<file path="src/rtl/ctrl_pkg.sv">
// Shared definitions for the Mini SRC hardwired control unit:
// opcodes, FSM state encoding and Ctrl bit positions.
package ctrl_pkg;

    localparam logic [4:0] OP_LD   = 5'b00000;
    localparam logic [4:0] OP_LDI  = 5'b00001;
    localparam logic [4:0] OP_ST   = 5'b00010;
    localparam logic [4:0] OP_ADD  = 5'b00011;
    localparam logic [4:0] OP_SUB  = 5'b00100;
    localparam logic [4:0] OP_AND  = 5'b00101;
    localparam logic [4:0] OP_OR   = 5'b00110;
    localparam logic [4:0] OP_ROR  = 5'b00111;
    localparam logic [4:0] OP_ROL  = 5'b01000;
    localparam logic [4:0] OP_SHR  = 5'b01001;
    localparam logic [4:0] OP_SHRA = 5'b01010;
    localparam logic [4:0] OP_SHL  = 5'b01011;
    localparam logic [4:0] OP_ADDI = 5'b01100;
    localparam logic [4:0] OP_ANDI = 5'b01101;
    localparam logic [4:0] OP_ORI  = 5'b01110;
    localparam logic [4:0] OP_DIV  = 5'b01111;
    localparam logic [4:0] OP_MUL  = 5'b10000;
    localparam logic [4:0] OP_NEG  = 5'b10001;
    localparam logic [4:0] OP_NOT  = 5'b10010;
    localparam logic [4:0] OP_BR   = 5'b10011;
    localparam logic [4:0] OP_JR   = 5'b10100;
    localparam logic [4:0] OP_JAL  = 5'b10101;
    localparam logic [4:0] OP_IN   = 5'b10110;
    localparam logic [4:0] OP_OUT  = 5'b10111;
    localparam logic [4:0] OP_MFHI = 5'b11000;
    localparam logic [4:0] OP_MFLO = 5'b11001;
    localparam logic [4:0] OP_NOP  = 5'b11010;
    localparam logic [4:0] OP_HALT = 5'b11011;

    typedef enum logic [3:0] {
        ST_RESET, ST_T0, ST_T1, ST_T2, ST_T3, ST_T4, ST_T5, ST_T6, ST_T7, ST_HALT
    } state_t;

    localparam int B_PCOUT = 0,  B_ZLOWOUT = 1,  B_ZHIGHOUT = 2, B_MDROUT = 3,  B_LOOUT = 4;
    localparam int B_HIOUT = 5,  B_INCPC = 6,    B_READ = 7,     B_WRITE = 8;
    localparam int B_AND = 9,    B_ADD = 10,     B_SUB = 11,     B_MUL = 12,    B_DIV = 13;
    localparam int B_SHR = 14,   B_SHRA = 15,    B_SHL = 16,     B_ROR = 17,    B_ROL = 18;
    localparam int B_OR = 19,    B_NEG = 20,     B_NOT = 21;
    localparam int B_MARIN = 22, B_ZIN = 23,     B_PCIN = 24,    B_MDRIN = 25,  B_IRIN = 26;
    localparam int B_YIN = 27,   B_LOIN = 28,    B_HIIN = 29;
    localparam int B_GRA = 30,   B_GRB = 31,     B_GRC = 32,     B_RIN = 33,    B_ROUT = 34;
    localparam int B_COUT = 35,  B_BAOUT = 36,   B_CONIN = 37,   B_OUTPORTIN = 38;
    localparam int B_OUTPORTOUT = 39;

    // Final execute step of each opcode; nop, halt and undefined opcodes end at T2.
    function automatic state_t last_step(input logic [4:0] op);
        case (op)
            OP_LD:                                         return ST_T7;
            OP_ST, OP_MUL, OP_DIV, OP_BR:                  return ST_T6;
            OP_ADD, OP_SUB, OP_AND, OP_OR, OP_ROR, OP_ROL,
            OP_SHR, OP_SHRA, OP_SHL, OP_ADDI, OP_ANDI,
            OP_ORI, OP_LDI:                                return ST_T5;
            OP_NEG, OP_NOT, OP_JAL:                        return ST_T4;
            OP_JR, OP_IN, OP_OUT, OP_MFHI, OP_MFLO:        return ST_T3;
            default:                                       return ST_T2;
        endcase
    endfunction

    function automatic state_t step_after(input state_t s);
        case (s)
            ST_T0:   return ST_T1;
            ST_T1:   return ST_T2;
            ST_T2:   return ST_T3;
            ST_T3:   return ST_T4;
            ST_T4:   return ST_T5;
            ST_T5:   return ST_T6;
            ST_T6:   return ST_T7;
            default: return ST_T0;
        endcase
    endfunction

    function automatic int alu_bit(input logic [4:0] op);
        case (op)
            OP_SUB:          return B_SUB;
            OP_AND, OP_ANDI: return B_AND;
            OP_OR, OP_ORI:   return B_OR;
            OP_ROR:          return B_ROR;
            OP_ROL:          return B_ROL;
            OP_SHR:          return B_SHR;
            OP_SHRA:         return B_SHRA;
            OP_SHL:          return B_SHL;
            OP_MUL:          return B_MUL;
            OP_DIV:          return B_DIV;
            OP_NEG:          return B_NEG;
            OP_NOT:          return B_NOT;
            default:         return B_ADD;
        endcase
    endfunction

endpackage

</file>
<file path="src/rtl/ctrl_decode.sv">
// Combinational strobe decode: (state, opcode, BranchOut) -> Ctrl vector.
module ctrl_decode
    import ctrl_pkg::*;
#(
    parameter int CTRL_W = 40
) (
    input  state_t              state_i,
    input  logic [4:0]          opcode_i,
    input  logic                branch_i,
    output logic [CTRL_W-1:0]   ctrl_o
);

    logic is_imm;
    assign is_imm = (opcode_i == OP_ADDI) || (opcode_i == OP_ANDI) || (opcode_i == OP_ORI);

    always_comb begin
        ctrl_o = '0;
        case (state_i)
            ST_RESET, ST_HALT: ;
            ST_T0: begin ctrl_o[B_PCOUT] = 1'b1; ctrl_o[B_MARIN] = 1'b1; ctrl_o[B_INCPC] = 1'b1; ctrl_o[B_ZIN] = 1'b1; end
            ST_T1: begin ctrl_o[B_ZLOWOUT] = 1'b1; ctrl_o[B_PCIN] = 1'b1; ctrl_o[B_READ] = 1'b1; ctrl_o[B_MDRIN] = 1'b1; end
            ST_T2: begin ctrl_o[B_MDROUT] = 1'b1; ctrl_o[B_IRIN] = 1'b1; end
            default: begin
                case (opcode_i)
                    OP_ADD, OP_SUB, OP_AND, OP_OR, OP_ROR, OP_ROL, OP_SHR, OP_SHRA, OP_SHL,
                    OP_ADDI, OP_ANDI, OP_ORI:
                        case (state_i)
                            ST_T3: begin ctrl_o[B_GRB] = 1'b1; ctrl_o[B_ROUT] = 1'b1; ctrl_o[B_YIN] = 1'b1; end
                            ST_T4: begin
                                if (is_imm) ctrl_o[B_COUT] = 1'b1;
                                else begin ctrl_o[B_GRC] = 1'b1; ctrl_o[B_ROUT] = 1'b1; end
                                ctrl_o[alu_bit(opcode_i)] = 1'b1; ctrl_o[B_ZIN] = 1'b1;
                            end
                            ST_T5: begin ctrl_o[B_ZLOWOUT] = 1'b1; ctrl_o[B_GRA] = 1'b1; ctrl_o[B_RIN] = 1'b1; end
                            default: ;
                        endcase
                    OP_LD, OP_LDI, OP_ST:
                        case (state_i)
                            ST_T3: begin ctrl_o[B_GRB] = 1'b1; ctrl_o[B_BAOUT] = 1'b1; ctrl_o[B_YIN] = 1'b1; end
                            ST_T4: begin ctrl_o[B_COUT] = 1'b1; ctrl_o[B_ADD] = 1'b1; ctrl_o[B_ZIN] = 1'b1; end
                            ST_T5: begin
                                ctrl_o[B_ZLOWOUT] = 1'b1;
                                if (opcode_i == OP_LDI) begin ctrl_o[B_GRA] = 1'b1; ctrl_o[B_RIN] = 1'b1; end
                                else ctrl_o[B_MARIN] = 1'b1;
                            end
                            ST_T6: begin
                                if (opcode_i == OP_LD) begin ctrl_o[B_READ] = 1'b1; ctrl_o[B_MDRIN] = 1'b1; end
                                if (opcode_i == OP_ST) begin ctrl_o[B_GRA] = 1'b1; ctrl_o[B_ROUT] = 1'b1; ctrl_o[B_WRITE] = 1'b1; end
                            end
                            ST_T7: if (opcode_i == OP_LD) begin ctrl_o[B_MDROUT] = 1'b1; ctrl_o[B_GRA] = 1'b1; ctrl_o[B_RIN] = 1'b1; end
                            default: ;
                        endcase
                    OP_MUL, OP_DIV:
                        case (state_i)
                            ST_T3: begin ctrl_o[B_GRA] = 1'b1; ctrl_o[B_ROUT] = 1'b1; ctrl_o[B_YIN] = 1'b1; end
                            ST_T4: begin ctrl_o[B_GRB] = 1'b1; ctrl_o[B_ROUT] = 1'b1; ctrl_o[alu_bit(opcode_i)] = 1'b1; ctrl_o[B_ZIN] = 1'b1; end
                            ST_T5: begin ctrl_o[B_ZLOWOUT] = 1'b1; ctrl_o[B_LOIN] = 1'b1; end
                            ST_T6: begin ctrl_o[B_ZHIGHOUT] = 1'b1; ctrl_o[B_HIIN] = 1'b1; end
                            default: ;
                        endcase
                    OP_NEG, OP_NOT:
                        case (state_i)
                            ST_T3: begin ctrl_o[B_GRB] = 1'b1; ctrl_o[B_ROUT] = 1'b1; ctrl_o[alu_bit(opcode_i)] = 1'b1; ctrl_o[B_ZIN] = 1'b1; end
                            ST_T4: begin ctrl_o[B_ZLOWOUT] = 1'b1; ctrl_o[B_GRA] = 1'b1; ctrl_o[B_RIN] = 1'b1; end
                            default: ;
                        endcase
                    OP_BR:
                        case (state_i)
                            ST_T3: begin ctrl_o[B_GRA] = 1'b1; ctrl_o[B_ROUT] = 1'b1; ctrl_o[B_CONIN] = 1'b1; end
                            ST_T4: begin ctrl_o[B_PCOUT] = 1'b1; ctrl_o[B_YIN] = 1'b1; end
                            ST_T5: begin ctrl_o[B_COUT] = 1'b1; ctrl_o[B_ADD] = 1'b1; ctrl_o[B_ZIN] = 1'b1; end
                            // Branch not taken leaves the incremented PC untouched.
                            ST_T6: if (branch_i) begin ctrl_o[B_ZLOWOUT] = 1'b1; ctrl_o[B_PCIN] = 1'b1; end
                            default: ;
                        endcase
                    OP_JR:
                        if (state_i == ST_T3) begin ctrl_o[B_GRA] = 1'b1; ctrl_o[B_ROUT] = 1'b1; ctrl_o[B_PCIN] = 1'b1; end
                    OP_JAL:
                        case (state_i)
                            ST_T3: begin ctrl_o[B_PCOUT] = 1'b1; ctrl_o[B_GRB] = 1'b1; ctrl_o[B_RIN] = 1'b1; end
                            ST_T4: begin ctrl_o[B_GRA] = 1'b1; ctrl_o[B_ROUT] = 1'b1; ctrl_o[B_PCIN] = 1'b1; end
                            default: ;
                        endcase
                    OP_IN:
                        if (state_i == ST_T3) begin ctrl_o[B_OUTPORTOUT] = 1'b1; ctrl_o[B_GRA] = 1'b1; ctrl_o[B_RIN] = 1'b1; end
                    OP_OUT:
                        if (state_i == ST_T3) begin ctrl_o[B_GRA] = 1'b1; ctrl_o[B_ROUT] = 1'b1; ctrl_o[B_OUTPORTIN] = 1'b1; end
                    OP_MFHI:
                        if (state_i == ST_T3) begin ctrl_o[B_HIOUT] = 1'b1; ctrl_o[B_GRA] = 1'b1; ctrl_o[B_RIN] = 1'b1; end
                    OP_MFLO:
                        if (state_i == ST_T3) begin ctrl_o[B_LOOUT] = 1'b1; ctrl_o[B_GRA] = 1'b1; ctrl_o[B_RIN] = 1'b1; end
                    default: ;
                endcase
            end
        endcase
    end

endmodule

</file>
<file path="src/rtl/control_unit.sv">
// Mini SRC hardwired control unit: instruction sequencing FSM and Run flag.
//  state   | meaning
//  RESET   | held by Clear, no strobes
//  T0-T2   | fetch
//  T3-T7   | execute, length depends on opcode
//  HALT    | stopped until Clear
module control_unit
    import ctrl_pkg::*;
#(
    parameter int CTRL_W = 40
) (
    input  logic                Clock,
    input  logic                Clear,
    input  logic [31:0]         IR,
    input  logic                BranchOut,
    input  logic                Stop,
    output logic [CTRL_W-1:0]   Ctrl,
    output logic                Run
);

    state_t     state_q, state_d;
    logic [4:0] opcode;
    logic       unused_ir;

    assign opcode    = IR[31:27];
    assign unused_ir = ^IR[26:0];

    always_ff @(posedge Clock or negedge Clear) begin
        if (!Clear) state_q <= ST_RESET;
        else        state_q <= state_d;
    end

    always_comb begin
        state_d = state_q;
        case (state_q)
            ST_RESET: state_d = ST_T0;
            ST_HALT:  state_d = ST_HALT;
            default: begin
                if (state_q == ST_T2 && opcode == OP_HALT)  state_d = ST_HALT;
                else if (state_q == last_step(opcode))      state_d = Stop ? ST_HALT : ST_T0;
                else                                        state_d = step_after(state_q);
            end
        endcase
    end

    assign Run = (state_q != ST_RESET) && (state_q != ST_HALT);

    ctrl_decode #(.CTRL_W(CTRL_W)) u_decode (
        .state_i  (state_q),
        .opcode_i (opcode),
        .branch_i (BranchOut),
        .ctrl_o   (Ctrl)
    );

endmodule

</file>
<file path="config.mk">
export PLATFORM = sky130hd
export DESIGN_NAME = control_unit
export DESIGN_NICKNAME = d
export VERILOG_FILES = /design/src/rtl/ctrl_pkg.sv /design/src/rtl/ctrl_decode.sv /design/src/rtl/control_unit.sv
export SDC_FILE = /design/constraint.sdc
export NUM_CORES = 1
export LEC_CHECK = 0
export CORE_UTILIZATION = 43
export CTS_BUF_LIST = sky130_fd_sc_hd__clkbuf_4
export DETAILED_ROUTE_END_ITERATION = 8
export GPL_ROUTABILITY_DRIVEN = 0
export HOLD_SLACK_MARGIN = 0.06
export PLACE_DENSITY = 0.84
export SYNTH_ARGS = -nofsm -noshare
export SYNTH_HDL_FRONTEND = slang
export SYNTH_SLANG_ARGS = --single-unit
</file>
<file path="constraint.sdc">
create_clock -name Clock -period 3.3 [get_ports Clock]
set_input_delay 0.825 -clock Clock [delete_from_list [all_inputs] [get_ports Clock]]
set_output_delay 0.825 -clock Clock [all_outputs]
set_load 0.01 [all_outputs]
</file>
==> impl_metrics.tcl, run 1 <==
set metrics [dict create \
    cts.path.max_buffers 2 \
    ctsHoldBuffers 0 \
    crit_endpoint "Ctrl[30]" \
    tool.error "[ERROR GRT-0232] Routing congestion too high. Check the congestion heatmap in the GUI." \
    status "stopped before the end" \
    die_h_um 63.0 \
    synth_top_cell_by_area "nor2_1" \
    yosysWarnings 0 \
    synth.net_count 292 \
    ios 77 \
    synth_cell_types 64 \
    ctsRootBufferMaster "clkbuf_4" \
    syn_avg_cell_area_um2 6.42 \
    grt_use_total_pct 75.5 \
    row_count 21 \
    start_util_pct 46.4 \
    yosysTopAreaCellShare_pct 9.87 \
    place.port_buffers 49 \
    syn_area_um2 1600 \
    synth_seq_cells 4 \
    yosysMostFrequentCell "nor2_1" \
    die_x_um 63.0 \
    synth_area_leaders "nor2_1, nand2_1, dfrtp_1" \
    cts_inserted_buffers 3 \
    ys_seq_area_share_pct 6.26 \
    async_flop_share_pct 100 \
    lastStage "global routing (5_1_grt)" \
    grt_max_degree 18 \
    worst-ep-kind "output port" \
    hpwl_um 5250 \
    ys.flop_type "dfrtp_1" \
    htreeDepth 1 \
    grt-ovfl-total 28 \
    synth_edf_count 0 \
    cts_num_sinks 4 \
    yosys-top-cells-count "nor2_1, nand2_1, a21oi_1, nand2b_1, o21ai_0" \
    syn_inst 249 \
]
-- routing by layer --
metal  overflow  global-route usage (%)
met2         13                    91.7
met1          0                    75.2
met4         15                    79.1
met3          0                    59.7
met5          0                    15.3
-- cell families after synthesis --
logic type      Yosys count  synth area share, %
simple gates            133                 43.7
compound gates           75                 32.0
buf+inv                  22                 7.52
fa+ha+maj                 7                 5.48
xor+xnor                  6                 3.76
flops                     4                 6.26
mux                       2                 1.25
-- stage by stage --
step / cell area (um2) / setup slack, ns / utilization (%) / instances / hold WS (ns)
detailed placement: 2570 / -0.972 / 74.7 / 395 / 0.653
CTS: 2970 / -0.00246 / 86.4 / 416 / 0.669
global placement: 2570 / -0.863 / 74.7 / 395 / 0.634
floorplan: 1600 / 0.0504 / - / 249 / 0.529
-- what timing repair did --
item                                   CTS
setup endpoints to repair               40
gates cloned                             2
setup buffers                           17
endpoints found under the hold margin    0
gates resized for setup                199
pin swaps                               25
==> inputs of run 2 (changes only) <==
--- a/config.mk
+++ b/config.mk
@@ -5,12 +5,10 @@
 export SDC_FILE = /design/constraint.sdc
 export NUM_CORES = 1
 export LEC_CHECK = 0
-export CORE_UTILIZATION = 43
-export CTS_BUF_LIST = sky130_fd_sc_hd__clkbuf_4
+export CORE_UTILIZATION = 40
 export DETAILED_ROUTE_END_ITERATION = 8
 export GPL_ROUTABILITY_DRIVEN = 0
-export HOLD_SLACK_MARGIN = 0.06
-export PLACE_DENSITY = 0.84
+export PLACE_DENSITY_LB_ADDON = 0.15
 export SYNTH_ARGS = -nofsm -noshare
 export SYNTH_HDL_FRONTEND = slang
 export SYNTH_SLANG_ARGS = --single-unit
==> run 2 against run 1 <==
Compared with the run above:
- the flow now finishes, with violations (DRC, setup timing)
- area after synthesis did not move
- synthesized cell count did not move
==> impl_metrics.tcl, run 2 <==
set metrics [dict create \
    cp_top_family "buffers and inverters" \
    period_share_pct 105 \
    grt_max_degree 18 \
    reg_top3 "state_q x4" \
    status "finished with violations" \
    antenna_found_initial 0 \
    nNetsFinal 436 \
    p_leak_nw 1.58 \
    die_h_um 65.2 \
    drt-vias-per-instance 7.28 \
    yosysMostFrequentCell "nor2_1" \
    fmax_mhz 289 \
    core_area_um2 3740 \
    yosys-top-cells-count "nor2_1, nand2_1, a21oi_1, nand2b_1, o21ai_0" \
    holdCritPathClass "reg2reg" \
    place.port_buffers 49 \
    crit_path_max_incr_delay_ns 0.30 \
    required_ns 2.47 \
    crit_path_end_kind "output port" \
    die_area_um2 4250 \
    synth_seq_cells 4 \
    syn_inst 249 \
    ios 77 \
    row_count 22 \
    clk_pin_slew_ns 0.04 \
    slew_violations 0 \
    violations "DRC, setup timing" \
    critPathSlowestCell "o22a_2" \
    final_cell_area_um2 3380 \
    fin_skew_ns 0.00446 \
    crit_chain "buf_12 -> inv_8 -> ha_4 -> nor2_2 -> mux2i_1 -> o22a_2 -> buf_6 -> nand3b_1 -> buf_4 -> o32ai_4 -> buf_2" \
    area_delta_synth_final_pct 112 \
    finalSetupTns_ns -1.86 \
    layout_min_cycle_time_ns 3.46 \
    start_kind "primary input" \
    ys.flop_type "dfrtp_1" \
    holdCritStartpoint "state_q[3]$_DFF_PN0_" \
    timing.hold.ws_ns 0.693 \
    placed_cell_area_um2 2630 \
    wl_um 12200 \
    synth_cell_types 64 \
    cts_num_sinks 4 \
    grt-ovfl-total 0 \
    cts_inserted_buffers 3 \
    insertion_delay_ns 0.23 \
    path_class "in2out" \
    cp_num_buf_inv 5 \
    layout_commonest_cell "buf_4" \
    critical_path.max_fanout 4 \
    cts.path.max_buffers 2 \
    start_util_pct 42.7 \
    power_density_nw_per_um2 427 \
    grt_pass1_wl_um 14500 \
    async_flop_share_pct 100 \
    regToRegStartpoint "state_q[0]$_DFF_PN0_" \
    yosysWarnings 0 \
    mostFrequentLayoutCells "buf_4, nor2_1, nand2_1, buf_2, buf_6" \
    ys_seq_area_share_pct 6.26 \
    diodes 0 \
    worstPathArrival_ns 2.63 \
    drive_above_1_share_pct 57.3 \
    num_vias 3197 \
    grt_pass1_vias 2725 \
    max-cap-violations 0 \
    hpwl_um 5140 \
    ctsHoldBuffers 0 \
    wl_per_cell_um 27.7 \
    syn_avg_cell_area_um2 6.42 \
    synth_edf_count 0 \
    hold_viol 0 \
    relSlewSlack_pct 75.5 \
    fin_ws_ns -0.157 \
    ctsRootBufferMaster "clkbuf_8" \
    syn_area_um2 1600 \
    synth_area_leaders "nor2_1, nand2_1, dfrtp_1" \
    worst_pin_slew_ns 0.363 \
    yosysTopAreaCellShare_pct 9.87 \
    largest_reg_flops 4 \
    synth.net_count 292 \
    grt_use_total_pct 45.1 \
    antenna_left 0 \
    htreeDepth 1 \
    setup.worst_path.start "IR[28]" \
    top_register "state_q" \
    rsz0062_at_grt "yes" \
    drc_errors 59 \
    cts_tree "built" \
    setup_violations 23 \
    synth_top_cell_by_area "nor2_1" \
    die_x_um 65.2 \
    first_pass_iters 9 \
    vdd_drop_max_mv 0.379 \
    initialDrtViolationCount 890 \
]
run 2: per-layer routing:
metal | global-route usage (%) | up-vias | routed length, um
met5 | 0 | - | 0
met4 | 25.3 | 0 | 1390
met3 | 9.72 | 167 | 1790
met2 | 73.3 | 430 | 4960
met1 | 54.6 | 1407 | 4030
li1 | - | 1193 | -
run 2: layout make-up:
| cell class | instances | area, um2 |
|---|---|---|
| clock buffers | 3 | 41.3 |
| flip-flops and latches | 4 | 100 |
| fillers | 142 | 359 |
| well taps | 48 | 60.1 |
| repair buffers | 157 | 1280 |
| multi-input cells | 223 | 1870 |
| inverters | 4 | 30.0 |
run 2: repair_timing:
action	4_1_cts	5_1_grt
buffers inserted	22	10
gates resized for setup	179	93
gates cloned	2	0
pin swaps	21	24
setup endpoints to repair	40	36
run 2: worst register-to-register path: stages, from the launching register on:
cell and delay [ns]:
dfrtp_1 0.48, buf_4 0.25, inv_1 0.12, xnor2_2 0.26
nor3_2 0.09, or4_1 0.48
run 2: per-stage QoR:
stage	util [%]	std cells	setup WS [ns]	total power, mW
after floorplan	-	249	0.0504	0.631
after global placement	70.3	403	-0.928	1.03
after detailed placement	70.3	403	-1.02	1.04
after CTS	82.0	429	-0.00497	1.18
after global routing	90.4	439	-0.192	1.47
final	90.4	439	-0.157	1.44
run 2: logic make-up after synthesis:
| kind of cell | share of synthesized area [%] |
|---|---|
| AO/OA/AOI/OAI | 32.0 |
| XOR/XNOR | 3.76 |
| adder cells (fa/ha/maj) | 5.48 |
| buffers and inverters | 7.52 |
| flip-flops | 6.26 |
| multiplexers | 1.25 |
| AND/OR/NAND/NOR | 43.7 |
run 2: final timing paths:
path,endpoint,slack [ns],cells past startpoint
worst min register to register,state_q[1]$_DFF_PN0_,0.69,2
worst min-delay path,state_q[1]$_DFF_PN0_,0.69,2
worst max-delay path,Ctrl[4],-0.16,11
max in group asynchronous,state_q[2]$_DFF_PN0_,2.33,1
min in group asynchronous,state_q[3]$_DFF_PN0_,0.80,1
worst max register to register,state_q[0]$_DFF_PN0_,1.48,5
run 2: report_power, final:
part	internal [mW]	total (mW)	switching [mW]
combinational	0.492	1.23	0.740
clock	0.0783	0.110	0.0315
sequential	0.0744	0.104	0.0291
(Power assumes the default switching activity.)
==> inputs of run 3 (changes only) <==
--- a/config.mk
+++ b/config.mk
@@ -8,6 +8,7 @@
 export CORE_UTILIZATION = 40
 export DETAILED_ROUTE_END_ITERATION = 8
 export GPL_ROUTABILITY_DRIVEN = 0
+export MAX_ROUTING_LAYER = met4
 export PLACE_DENSITY_LB_ADDON = 0.15
 export SYNTH_ARGS = -nofsm -noshare
 export SYNTH_HDL_FRONTEND = slang
==> run 3 against run 2 <==
Compared with the run above:
- synthesized cell count is the same
- area after synthesis is the same
- the flow now stops in global routing (5_1_grt)
==> impl_metrics.tcl, run 3 <==
set metrics [dict create \
    status "stopped before the end" \
    lastStage "global routing (5_1_grt)" \
    tool.error "[ERROR GRT-0232] Routing congestion too high. Check the congestion heatmap in the GUI." \
    yosysWarnings 0 \
    yosysMostFrequentCell "nor2_1" \
    ios 77 \
    row_count 22 \
    htreeDepth 1 \
    worst-ep-kind "output port" \
    synth_edf_count 0 \
    synth_cell_types 64 \
    place_ws_ns -1.02 \
    ys.flop_type "dfrtp_1" \
    ctsRootBufferMaster "clkbuf_8" \
    yosys-top-cells-count "nor2_1, nand2_1, a21oi_1, nand2b_1, o21ai_0" \
    cts.path.max_buffers 2 \
    async_flop_share_pct 100 \
    syn_area_um2 1600 \
    placed_cells 403 \
    synth.net_count 292 \
    die_h_um 65.2 \
    grt_use_total_pct 73.9 \
    grt-ovfl-total 5 \
    crit_endpoint "Ctrl[4]" \
    start_util_pct 42.7 \
    cts_num_sinks 4 \
    synth_top_cell_by_area "nor2_1" \
    synth_area_leaders "nor2_1, nand2_1, dfrtp_1" \
    yosysTopAreaCellShare_pct 9.87 \
    syn_avg_cell_area_um2 6.42 \
    synth_seq_cells 4 \
    antenna_found_initial 3 \
    ys_seq_area_share_pct 6.26 \
    grt_max_degree 18 \
    syn_inst 249 \
    place.port_buffers 49 \
    hpwl_um 5140 \
    cts_inserted_buffers 3 \
    die_x_um 65.2 \
]
==> run 3: cell counts after synthesis <==
Identical to the previous run, type by type.
==> run 3: logic make-up after synthesis <==
family	synth area share, %
AND/OR/NAND/NOR	43.7
XOR/XNOR	3.76
AO/OA/AOI/OAI	32.0
adder cells (fa/ha/maj)	5.48
multiplexers	1.25
flip-flops	6.26
buffers and inverters	7.52
==> run 3: repair_timing <==
item | 4_1_cts
cloned | 2
setup buffers | 22
pin swaps | 21
hold buffers | 0
setup endpoints to repair | 40
gates resized for setup | 179
==> run 3: stage by stage <==
step / utilization, % / area, um2
after floorplan: - / 1600
after global placement: 70.3 / 2630
after detailed placement: 70.3 / 2630
after CTS: 82.0 / 3070
==> run 3: per-layer routing <==
layer / overflow / GRT usage (%)
met1: 0 / 73.0
met2: 4 / 88.9
met5: - / -
met3: 0 / 55.0
met4: 1 / 73.6
==> RTL edit 1, RTL diff (flow settings as in run 2) <==
The 10 states of `state_t` get a Gray code encoding in 4 bits.
--- a/src/rtl/ctrl_pkg.sv
+++ b/src/rtl/ctrl_pkg.sv
@@ -32,7 +32,7 @@
     localparam logic [4:0] OP_HALT = 5'b11011;
 
     typedef enum logic [3:0] {
-        ST_RESET, ST_T0, ST_T1, ST_T2, ST_T3, ST_T4, ST_T5, ST_T6, ST_T7, ST_HALT
+        ST_RESET = 4'b0000, ST_T0 = 4'b0001, ST_T1 = 4'b0011, ST_T2 = 4'b0010, ST_T3 = 4'b0110, ST_T4 = 4'b0111, ST_T5 = 4'b0101, ST_T6 = 4'b0100, ST_T7 = 4'b1100, ST_HALT = 4'b1101
     } state_t;
 
     localparam int B_PCOUT = 0,  B_ZLOWOUT = 1,  B_ZHIGHOUT = 2, B_MDROUT = 3,  B_LOOUT = 4;
Check against the original RTL: same outputs for any inputs over 4 cycles, from zero or initial values; so few cycles prove little.
==> RTL edit 1 against run 2 <==
  * Clock power decreased by 6%
  * Routed wire length decreased by 28%
  * Hold slack improved by 0.11 ns
  * Count of clock-buffer cells in the layout unchanged
  * Synthesized area increased by 7.5%
  * The flow finishes with violations (setup timing)
  * Final area decreased by 5.2%
  * Sequential share of layout area increased by 0.16 points
  * Die area increased by 7.3%
  * Sequential cell count unchanged
  * Total power decreased by 14%
  * Highest routed layer unchanged
  * Critical endpoint is now Ctrl[1]
  * Synthesized cell count increased by 3.2%
  * Worst setup slack improved by 0.076 ns
==> RTL edit 1: results (changes against run 2) <==
| Metric | Value |
|---|---|
| R2R cell count | `4 (was 5)` |
| Critical R2R Launch | `state_q[0] (unchanged)` |
| Net count, final | `430 (was 436)` |
| Fin Hold WS | `0.799 ns (was 0.693 ns)` |
| Pin count of the biggest net entering global routing | `21 (was 18)` |
| CP startpoint | `IR[27] (was IR[28])` |
| Place WS | `-1.06 ns (was -1.02 ns)` |
| Clock buffer depth | `2 (unchanged)` |
| Total GRT Usage | `35.1% (was 45.1%)` |
| Post_cts resized | `189 (was 179)` |
| Final wirelength | `8790 um (was 12200 um)` |
| Sequential area share after synthesis | `5.83% (was 6.26%)` |
| 1st-pass router iterations | `5 (was 9)` |
| Setup ws final | `-0.0805 ns (was -0.157 ns)` |
| Slew at the pin closest to its max-slew limit | `0.529 ns (was 0.363 ns)` |
| Starting Density | `42.3% (was 42.7%)` |
| Number of post-CTS setup repair buffers | `11 (was 22)` |
| First-pass GRT wire length | `12000 um (was 14500 um)` |
| Slowest CP cell | `a2bb2o_4 (was o22a_2)` |
| Psw | `626 uW (was 800 uW)` |
| Worst path max stage delay | `0.25 ns (was 0.30 ns)` |
| Setup TNS | `-0.461 ns (was -1.86 ns)` |
| Placed instance area | `2770 um2 (was 2630 um2)` |
| IO Port Bufs | `49 (unchanged)` |
| Wl on met1 | `3290 um (was 4030 um)` |
| WL/cell | `20.2 um (was 27.7 um)` |
| Vias per std cell | `6.34 (was 7.28)` |
| R2R setup slack | `1.61 ns (was 1.48 ns)` |
| Top cells by area, synth | `nand2_1, dfrtp_1, nor2_1 (was nor2_1, nand2_1, dfrtp_1)` |
| Peak supply drop | `244 uV (was 379 uV)` |
| Cell variety after synth | `65 (was 64)` |
| M1 GR Usage | `45.3% (was 54.6%)` |
| Worst min-delay path startpoint | `state_q[0] (was state_q[3])` |
| Placed cell count | `413 (was 403)` |
| Syn_nets | `299 (was 292)` |
| Clock Skews | `0.00523 ns (was 0.00446 ns)` |
| Max FO, Critical Path | `6 (was 4)` |
| DR iter-0 viols | `346 (was 890)` |
| Failing checks | `setup timing (was DRC, setup timing)` |
| LEAKAGE | `0.00145 uW (was 0.00158 uW)` |
| Cell family with most CP delay | `compound AO/OA/AOI/OAI gates (was buffers and inverters)` |
| Post-Synthesis Cells | `257 (was 249)` |
| P_comb | `1030 uW (was 1230 uW)` |
| Hpwl dp | `5380 um (was 5140 um)` |
| # setup viols final | `14 (was 23)` |
| WHS Endpoint | `state_q[1] (unchanged)` |
| WP data arrival | `2.56 ns (was 2.63 ns)` |
| Pwr/cell area | `387 nW/um2 (was 427 nW/um2)` |
| Vias in the first global route | `2449 (was 2725)` |
| GR Util met3 | `4.05% (was 9.72%)` |
| H-tree depth | `1 (unchanged)` |
| Post-synth top cells | `nand2_1, nor2_1, a21oi_1 (was nor2_1, nand2_1, a21oi_1, nand2b_1, o21ai_0)` |
| Routing usage on met2 | `58.3% (was 73.3%)` |
| Status | `finished with violations (unchanged)` |
RTL edit 1: cell types whose count changed in the layout (fill, tap and decap cells not counted), moves of 9 or more:
cell	change
clkbuf_2	-9
nand2_2	-10
buf_6	-10
nor2_1	-15
buf_2	+11
nand2_1	+9
RTL edit 1: kinds of logic after synthesis:
logic type / count (synthesis) / share of synthesized area (%)
AO/OA/AOI/OAI: 75 / 32.0
XOR/XNOR: 4 / 2.04
adder cells (fa/ha/maj): 6 / 4.37
buffers and inverters: 30 / 9.03
flip-flops: 4 / 5.83
multiplexers: 5 / 2.99
AND/OR/NAND/NOR: 133 / 43.7
RTL edit 1: final cells by class:
class | count | area, um2
multi-input cells | 223 | 1770
repair buffers | 150 | 1200
fillers | 256 | 851
flip-flops and latches | 4 | 100
well taps | 50 | 62.6
clock buffers | 3 | 41.3
inverters | 6 | 25.0
==> RTL edit 2, RTL diff (settings of run 2) <==
Without the edit above. `B_DIV`: 13 -> 6.
--- a/src/rtl/ctrl_pkg.sv
+++ b/src/rtl/ctrl_pkg.sv
@@ -37,7 +37,7 @@
 
     localparam int B_PCOUT = 0,  B_ZLOWOUT = 1,  B_ZHIGHOUT = 2, B_MDROUT = 3,  B_LOOUT = 4;
     localparam int B_HIOUT = 5,  B_INCPC = 6,    B_READ = 7,     B_WRITE = 8;
-    localparam int B_AND = 9,    B_ADD = 10,     B_SUB = 11,     B_MUL = 12,    B_DIV = 13;
+    localparam int B_AND = 9,    B_ADD = 10,     B_SUB = 11,     B_MUL = 12,    B_DIV = 6;
     localparam int B_SHR = 14,   B_SHRA = 15,    B_SHL = 16,     B_ROR = 17,    B_ROL = 18;
     localparam int B_OR = 19,    B_NEG = 20,     B_NOT = 21;
     localparam int B_MARIN = 22, B_ZIN = 23,     B_PCIN = 24,    B_MDRIN = 25,  B_IRIN = 26;
Behaviour: no difference found for any inputs over 4 cycles, from zero or initial values; that may be too few to reach the edited logic, so the function may still have changed.
==> RTL edit 2 against run 2 <==
  * The run ends with setup timing left
  * Synthesized area is 11% higher
  * Via count is 1.3% higher
  * Routed wire length fell by 10%
  * Core utilization down 2.5 points
  * Sequential cell count is the same
  * Total power is 1.4% higher
  * Worst setup slack lost 0.073 ns
  * Final area increased by 6.8%
  * Clock skew fell by 0.0037 ns
==> RTL edit 2: results (changes against run 2) <==
| Metric | Value |
|---|---|
| WP data arrival | `2.70 ns (was 2.63 ns)` |
| Top cells by area, synth | `a21oi_1, nor2_1, dfrtp_1 (was nor2_1, nand2_1, dfrtp_1)` |
| Status | `finished with violations (unchanged)` |
| Post-synth top cells | `nor2_1, a21oi_1, nand2_1 (was nor2_1, nand2_1, a21oi_1, nand2b_1, o21ai_0)` |
| WL/cell | `23.3 um (was 27.7 um)` |
| Clock Skews | `0.000746 ns (was 0.00446 ns)` |
| Routed via count | `3239 (was 3197)` |
| R2R setup slack | `1.45 ns (was 1.48 ns)` |
| Seq pwr | `87.0 uW (was 104 uW)` |
| First-pass GRT wire length | `13700 um (was 14500 um)` |
| Hpwl dp | `5780 um (was 5140 um)` |
| Clk_lat worst skew | `0.21 ns (was 0.23 ns)` |
| Sequential area share after synthesis | `5.65% (was 6.26%)` |
| Setup ws final | `-0.230 ns (was -0.157 ns)` |
| Total GRT Usage | `39.9% (was 45.1%)` |
| Slew at the pin closest to its max-slew limit | `0.539 ns (was 0.363 ns)` |
| Failing checks | `setup timing (was DRC, setup timing)` |
| Max FO, Critical Path | `6 (was 4)` |
| Filler cell count in the final layout | `204 (was 142)` |
| Placed instance area | `2900 um2 (was 2630 um2)` |
| Place WS | `-1.09 ns (was -1.02 ns)` |
| Critical Path End | `Ctrl[14] (was Ctrl[4])` |
| R2r endpoint | `state_q[3] (was state_q[0])` |
| DR iter-0 viols | `686 (was 890)` |
| CP startpoint | `IR[27] (was IR[28])` |
| R2R cell count | `7 (was 5)` |
| Cell variety after synth | `61 (was 64)` |
| Critical R2R Launch | `state_q[2] (was state_q[0])` |
| Pwr/cell area | `405 nW/um2 (was 427 nW/um2)` |
| Slowest CP cell | `or4b_4 (was o22a_2)` |
| Switching Fraction | `52.4% (was 55.4%)` |
| # setup viols final | `31 (was 23)` |
## RTL edit 2: kinds of logic (layout without fill, tap and decap cells)
family / count (synthesis) / after routing / synth area share (%)
buf+inv: 36 / 174 / 8.54
xor+xnor: 1 / 1 / 0.494
simple gates: 139 / 139 / 44.9
mux: 6 / 6 / 3.39
compound gates: 88 / 88 / 32.8
fa+ha+maj: 6 / 6 / 4.23
flops: 4 / 4 / 5.65
## RTL edit 2: per-stage QoR
step	setup TNS (ns)	hold WS (ns)	std cells
4_1_cts	-0.644	0.648	457
3_3_place_gp	-34.04	0.639	436
6_report	-3.22	0.666	468
2_1_floorplan	-0.195	0.529	280
3_5_place_dp	-36.19	0.645	436
5_1_grt	-4.10	0.692	468
## RTL edit 2: worst min-delay path by stage
stage | from | to | slack (ns) | cells after the start
final | state_q[3] | state_q[2] | 0.67 | 2
after global routing | state_q[3] | state_q[2] | 0.69 | 2
after CTS | state_q[3] | state_q[2] | 0.65 | 2
after global placement | state_q[3] | state_q[2] | 0.64 | 2
after detailed placement | state_q[3] | state_q[2] | 0.64 | 2
after floorplan | Clear | state_q[0] | 0.53 | 0
## RTL edit 2: cell type report
class	count	area [um2]	area share, %
multi-input combinational	240	2030	56.2
timing repair buffer	162	1330	36.9
sequential	4	100	2.77
tap	50	62.6	1.73
inverter	9	46.3	1.28
clock buffer	3	41.3	1.14
## RTL edit 2: repair_timing
| item | 4_1_cts | 5_1_grt |
|---|---|---|
| cloned | 2 | 0 |
| gates resized for setup | 238 | 66 |
| buffers inserted | 17 | 14 |
| setup endpoints to repair | 40 | 35 |
| pin swaps | 28 | 30 |
## RTL edit 2: routing by layer
metal	up-vias	GRT usage, %	wire length [um]
met5	-	0	0
met4	0	16.1	923
met3	111	5.10	1240
met2	335	67.4	5060
met1	1473	50.6	3690
li1	1320	-	-
